$ cat src/rtl/mist_sd_responder.sv
// mist_sd_responder
// Target end of the Disk II sector handshake. Accepts a sector request
// (sd_lba with sd_rd or sd_wr), raises sd_ack for the transfer and moves
// 512 bytes between the requester's sector buffer and a byte-wide
// backing-store port holding the disk image.
//
// Ports:
//   clk, reset          system clock, synchronous active-high reset
//   sd_lba, sd_rd/wr    sector request (levels, held until sd_ack)
//   sd_ack              transfer in progress
//   sd_buff_addr        byte index within the sector
//   sd_buff_dout/wr     read data and one-cycle write strobe to requester
//   sd_buff_din         write data from requester (registered buffer read)
//   mem_*               one-outstanding-access byte port to backing store
//   busy                high from request accept until back in IDLE
//   oor                 one-cycle pulse: accepted lba is outside the image
module mist_sd_responder #(
  parameter int AW          = 18,
  parameter int IMG_SECTORS = 455
) (
  input  logic          clk,
  input  logic          reset,
  input  logic [31:0]   sd_lba,
  input  logic          sd_rd,
  input  logic          sd_wr,
  output logic          sd_ack,
  output logic [8:0]    sd_buff_addr,
  output logic [7:0]    sd_buff_dout,
  input  logic [7:0]    sd_buff_din,
  output logic          sd_buff_wr,
  output logic [AW-1:0] mem_addr,
  output logic          mem_req,
  output logic          mem_we,
  output logic [7:0]    mem_wdata,
  input  logic [7:0]    mem_rdata,
  input  logic          mem_ack,
  output logic          busy,
  output logic          oor
);

  localparam logic [3:0] S_IDLE      = 4'd0;
  localparam logic [3:0] S_START     = 4'd1;
  localparam logic [3:0] S_RD_REQ    = 4'd2;
  localparam logic [3:0] S_RD_WAIT   = 4'd3;
  localparam logic [3:0] S_RD_PUT    = 4'd4;
  localparam logic [3:0] S_WR_SETTLE = 4'd5;
  localparam logic [3:0] S_WR_REQ    = 4'd6;
  localparam logic [3:0] S_WR_WAIT   = 4'd7;
  localparam logic [3:0] S_WR_NEXT   = 4'd8;
  localparam logic [3:0] S_DONE      = 4'd9;

  logic [3:0]    state_r;
  // Only the low lba bits reach the memory address; the full value is
  // range-checked at accept time and the verdict kept in in_range_r.
  logic [AW-10:0] lba_r;
  logic           is_read_r;
  logic           in_range_r;
  logic           req_in_range_s;

  assign req_in_range_s = (sd_lba < 32'(IMG_SECTORS));
  assign mem_addr       = {lba_r, sd_buff_addr};

  // Transfer sequencer: request accept, per-byte memory access and buffer strobes.
  always_ff @(posedge clk) begin
    if (reset) begin
      state_r      <= S_IDLE;
      lba_r        <= '0;
      is_read_r    <= 1'b0;
      in_range_r   <= 1'b0;
      sd_ack       <= 1'b0;
      sd_buff_addr <= 9'd0;
      sd_buff_dout <= 8'd0;
      sd_buff_wr   <= 1'b0;
      mem_req      <= 1'b0;
      mem_we       <= 1'b0;
      mem_wdata    <= 8'd0;
      busy         <= 1'b0;
      oor          <= 1'b0;
    end else begin
      // Strobes are single-cycle unless re-asserted below.
      oor        <= 1'b0;
      mem_req    <= 1'b0;
      mem_we     <= 1'b0;
      sd_buff_wr <= 1'b0;
      case (state_r)
        S_IDLE: begin
          if (sd_rd || sd_wr) begin
            lba_r        <= sd_lba[AW-10:0];
            is_read_r    <= sd_rd;
            in_range_r   <= req_in_range_s;
            oor          <= ~req_in_range_s;
            sd_buff_addr <= 9'd0;
            busy         <= 1'b1;
            state_r      <= S_START;
          end
        end
        S_START: begin
          sd_ack  <= 1'b1;
          state_r <= is_read_r ? S_RD_REQ : S_WR_SETTLE;
        end
        S_RD_REQ: begin
          if (in_range_r) begin
            mem_req <= 1'b1;
            state_r <= S_RD_WAIT;
          end else begin
            // Out-of-image sectors read back as zeros without touching memory.
            sd_buff_dout <= 8'd0;
            sd_buff_wr   <= 1'b1;
            state_r      <= S_RD_PUT;
          end
        end
        S_RD_WAIT: begin
          if (mem_ack) begin
            sd_buff_dout <= mem_rdata;
            sd_buff_wr   <= 1'b1;
            state_r      <= S_RD_PUT;
          end
        end
        S_RD_PUT: begin
          // sd_buff_wr is high for this cycle only; address moves afterwards.
          if (sd_buff_addr == 9'd511) begin
            sd_ack  <= 1'b0;
            state_r <= S_DONE;
          end else begin
            sd_buff_addr <= sd_buff_addr + 9'd1;
            state_r      <= S_RD_REQ;
          end
        end
        S_WR_SETTLE: begin
          // Requester's buffer is registered: data follows the address by one clk.
          state_r <= S_WR_REQ;
        end
        S_WR_REQ: begin
          mem_wdata <= sd_buff_din;
          if (in_range_r) begin
            mem_req <= 1'b1;
            mem_we  <= 1'b1;
            state_r <= S_WR_WAIT;
          end else begin
            state_r <= S_WR_NEXT;
          end
        end
        S_WR_WAIT: begin
          if (mem_ack) begin
            state_r <= S_WR_NEXT;
          end
        end
        S_WR_NEXT: begin
          if (sd_buff_addr == 9'd511) begin
            sd_ack  <= 1'b0;
            state_r <= S_DONE;
          end else begin
            sd_buff_addr <= sd_buff_addr + 9'd1;
            state_r      <= S_WR_SETTLE;
          end
        end
        S_DONE: begin
          sd_ack  <= 1'b0;
          busy    <= 1'b0;
          state_r <= S_IDLE;
        end
        default: begin
          sd_ack  <= 1'b0;
          busy    <= 1'b0;
          state_r <= S_IDLE;
        end
      endcase
    end
  end

endmodule
$ cat config.mk
export PLATFORM = sky130hd
export DESIGN_NAME = mist_sd_responder
export DESIGN_NICKNAME = d
export VERILOG_FILES = /design/src/rtl/mist_sd_responder.sv
export SDC_FILE = /design/constraint.sdc
export NUM_CORES = 1
export LEC_CHECK = 0
export ABC_AREA = 1
export BUFFER_PORTS_ARGS = -buffer_cell sky130_fd_sc_hd__buf_2
export CORE_MARGIN = 4
export CORE_UTILIZATION = 45
export CTS_CLUSTER_SIZE = 24
export DETAILED_ROUTE_END_ITERATION = 10
export PLACE_DENSITY = 0.82
export SYNTH_ARGS = -nofsm -noshare
export SYNTH_HDL_FRONTEND = slang
export SYNTH_SLANG_ARGS = --single-unit
export TNS_END_PERCENT = 100
$ cat constraint.sdc
create_clock -name clk -period 4 [get_ports clk]
set_input_delay 0.2 -clock clk [delete_from_list [all_inputs] [get_ports clk]]
set_output_delay 0.2 -clock clk [all_outputs]
set_load 0.02 [all_outputs]
==> results_dict.tcl <==
set metrics [dict create \
    outcome "finished clean" \
    path_clk_slew_ps 90 \
    cp.required_ps 4190 \
    pin_count 102 \
    seq_power_share_pct 39.4 \
    grt_overflow 0 \
    drive_gt1_share_pct 29.2 \
    yosys.area.top_type "dfxtp_1" \
    hold_violations 0 \
    post-place-ws_ps 2200 \
    worstPathArrival_ps 2000 \
    clock_latency_ps 300 \
    vdd_drop_max_uv 278 \
    netlist_top_cells_area "dfxtp_1 (41%), nand2_1 (16%), nor2_1 (9.0%), a21oi_1 (7.1%), inv_1 (4.7%)" \
    period_minus_slack_ps 1810 \
    portBuffers 101 \
    cts_buffer_depth 2 \
    core_area_um2 4790 \
    setup.worst_path.start_class "flip-flop" \
    critPathMaxStageDelay_ps 410 \
    gr-usage-met3_pct 5.78 \
    worstRegToRegCells 11 \
    crit_slowest_cell "dfxtp_1" \
    area_delta_synth_final_pct 25.7 \
    reg2reg_setup_slack_ps 2190 \
    fillCellCount 460 \
    dp_hpwl_um 4350 \
    p_sw_uw 615 \
    place_congestion 0.915 \
    cp.depth 11 \
    layout_setup_ws_ps 2190 \
    avgSynthCellArea_um2 6.78 \
    synthFlopType "dfxtp_1" \
    grt.met1_usage_pct 22.0 \
    max_slew_margin_pct 60.5 \
    start_util_pct 47.0 \
    synth_edf_count 0 \
    slew_violations 0 \
    cts_resized 0 \
    viasPerCell 4.83 \
    dieArea_um2 6200 \
    post_drt_wl_per_cell_um 11.3 \
    fmax_mhz 553 \
    drv_cap 0 \
    ys_seq_area_share_pct 40.9 \
    power.leakage_uw 0.00147 \
    gr-max-usage-layer "met2" \
    critical_path_class "reg -> reg" \
    cts_tree "yes" \
    antenna_found_initial 0 \
    power_density_nw_per_um2 537 \
    first_global_vias 2154 \
    postRouteAntennaNets 0 \
    min_period_over_period_pct 45.2 \
    synth_fp_nets 388 \
    synthArstFlopShare_pct 0 \
    finalSetupViolCount 0 \
    synth_top_area_share_pct 40.9 \
    cp_common_cell "nand2_1" \
    worst_pin_slew_ps 592 \
    p_int_uw 905 \
    die_h_um 78.7 \
    power_frac_clock_pct 22.9 \
    h-tree-depth 2 \
    multiInputGateArea_um2 1080 \
    wirelength_um 5530 \
    antenna_cells 0 \
    hold_buffers 0 \
    fin_nets 479 \
    rsz0062_at_grt "no" \
    combPwrFrac_pct 37.7 \
    post-cts-setup-buffer-count 0 \
    synthesis.area_um2 2250 \
    synth_seq_cells 46 \
    whs_path_depth 3 \
    die_width_um 78.7 \
    drtIter0Drc 58 \
    drcViolationCount 0 \
    hp-class "in -> reg" \
    rows 25 \
    finalClockSkew_ps 8.78 \
    tns_ps 0 \
    numCtsBuffers 5 \
    hold_slack_ps 119 \
    swShare_pct 40.5 \
    synth_cells 332 \
    grt_start_max_net_pins 35 \
    ys_warn_count 0 \
    crit_buf_inv 2 \
    grt_use_met2_pct 29.6 \
    clkSinkCount 46 \
    critPathTopFamily "simple AND/OR/NAND/NOR gates" \
    drt-pass1-iter-count 5 \
    via_count 2372 \
    yosysUniqueCellTypes 27 \
    worstPathMaxFanout 5 \
    setup.worst_path.end_class "flip-flop" \
    grt_pass1_wl_um 9050 \
    track_usage_pct 17.9 \
    cp_cell_sequence "ha_1 -> nand2_1 -> inv_1 -> nand3_1 -> nor2_1 -> ha_1 -> inv_1 -> nand3_1 -> nand2_1 -> o21ai_0 -> nand2_1" \
    seqCellArea_um2 921 \
    cts-root-buf "clkbuf_8" \
]
## cells in the mapped netlist, types with 5 or more instances
cell type	count
nand2_1	94
dfxtp_1	46
inv_2	5
nand3_1	15
nor2_1	54
nand4_1	8
buf_4	10
inv_1	28
o21ai_0	14
a21oi_1	32
## final timing paths
kind,startpoint,end
hold / removal,sd_buff_din[5],mem_wdata[5]$_SDFFE_PP0N_
hold reg to reg,sd_buff_dout[2]$_SDFFE_PP0P_,sd_buff_dout[2]$_SDFFE_PP0P_
setup / recovery,sd_buff_addr[1]$_SDFFE_PP0P_,state_r[2]$_SDFFE_PP0P_
setup reg to reg,sd_buff_addr[1]$_SDFFE_PP0P_,state_r[2]$_SDFFE_PP0P_
## per-layer routing
metal / vias up / routed length, um
met5: - / 0
met4: 0 / 85
met3: 9 / 591
met2: 106 / 2440
met1: 1028 / 2420
li1: 1229 / -
## per-stage QoR
step	instance area (um^2)	total power [uW]	cells	util (%)
global placement	2720	1170	483	56.8
detailed placement	2720	1180	483	56.8
global route	2830	1630	491	59.1
floorplan	2250	1040	332	-
CTS	2830	1530	491	59.1
finish	2830	1520	491	59.1
## worst reg2reg max path: cells and delay by family (launching register included)
kind                       cells  cell delay, ps
and+or+nand+nor                6             560
adders and majority gates      2             410
DFF                            1             410
AOI/OAI and AO/OA              1             170
buffers and inverters          2             160
## state kept, by name (all words and copies together), names as in the netlist
name          flops
is_read_r         1
busy              1
sd_buff_dout      8
sd_ack            1
sd_buff_wr        1
mem_req           1
mem_wdata         8
oor               1
state_r           4
in_range_r        1
sd_buff_addr      9
lba_r             9
mem_we            1
## layout make-up
| type | count | share of cell area [%] |
|---|---|---|
| multi-input combinational | 236 | 38.3 |
| timing repair buffer | 101 | 17.9 |
| inverter | 33 | 4.38 |
| tap | 67 | 2.96 |
| clock inverter | 3 | 1.55 |
| clock buffer | 5 | 2.43 |
| sequential | 46 | 32.5 |
## power by group through the flow
| stage | clock [uW] | combinational, uW | sequential [uW] |
|---|---|---|---|
| CTS | 355 | 574 | 598 |
| detailed placement | 0 | 571 | 607 |
| global route | 373 | 648 | 608 |
| floorplan | 0 | 376 | 663 |
| global placement | 0 | 562 | 606 |
| finish | 348 | 573 | 598 |
## cell usage in the layout (no fill, tap or decap), types with 3 or more instances in the layout
cell,instances
nand3_1,15
nand2_2,3
ha_1,3
nand4_1,8
nand2_1,94
buf_2,101
inv_1,28
inv_2,5
a21oi_1,32
nor2_1,54
dfxtp_1,46
o21ai_0,14
clkbuf_8,5
## cells by family (layout without fill, tap and decap cells)
logic type               count (synthesis)  count (layout)  synth area share (%)
buffers and inverters                   50             142                  11.0
adder cells (fa/ha/maj)                  3               3                  1.67
AO/OA/AOI/OAI                           50              50                  11.5
AND/OR/NAND/NOR                        182             182                  34.6
XOR/XNOR                                 1               1                 0.389
flip-flops                              46              46                  40.9
(Power assumes the default switching activity.)
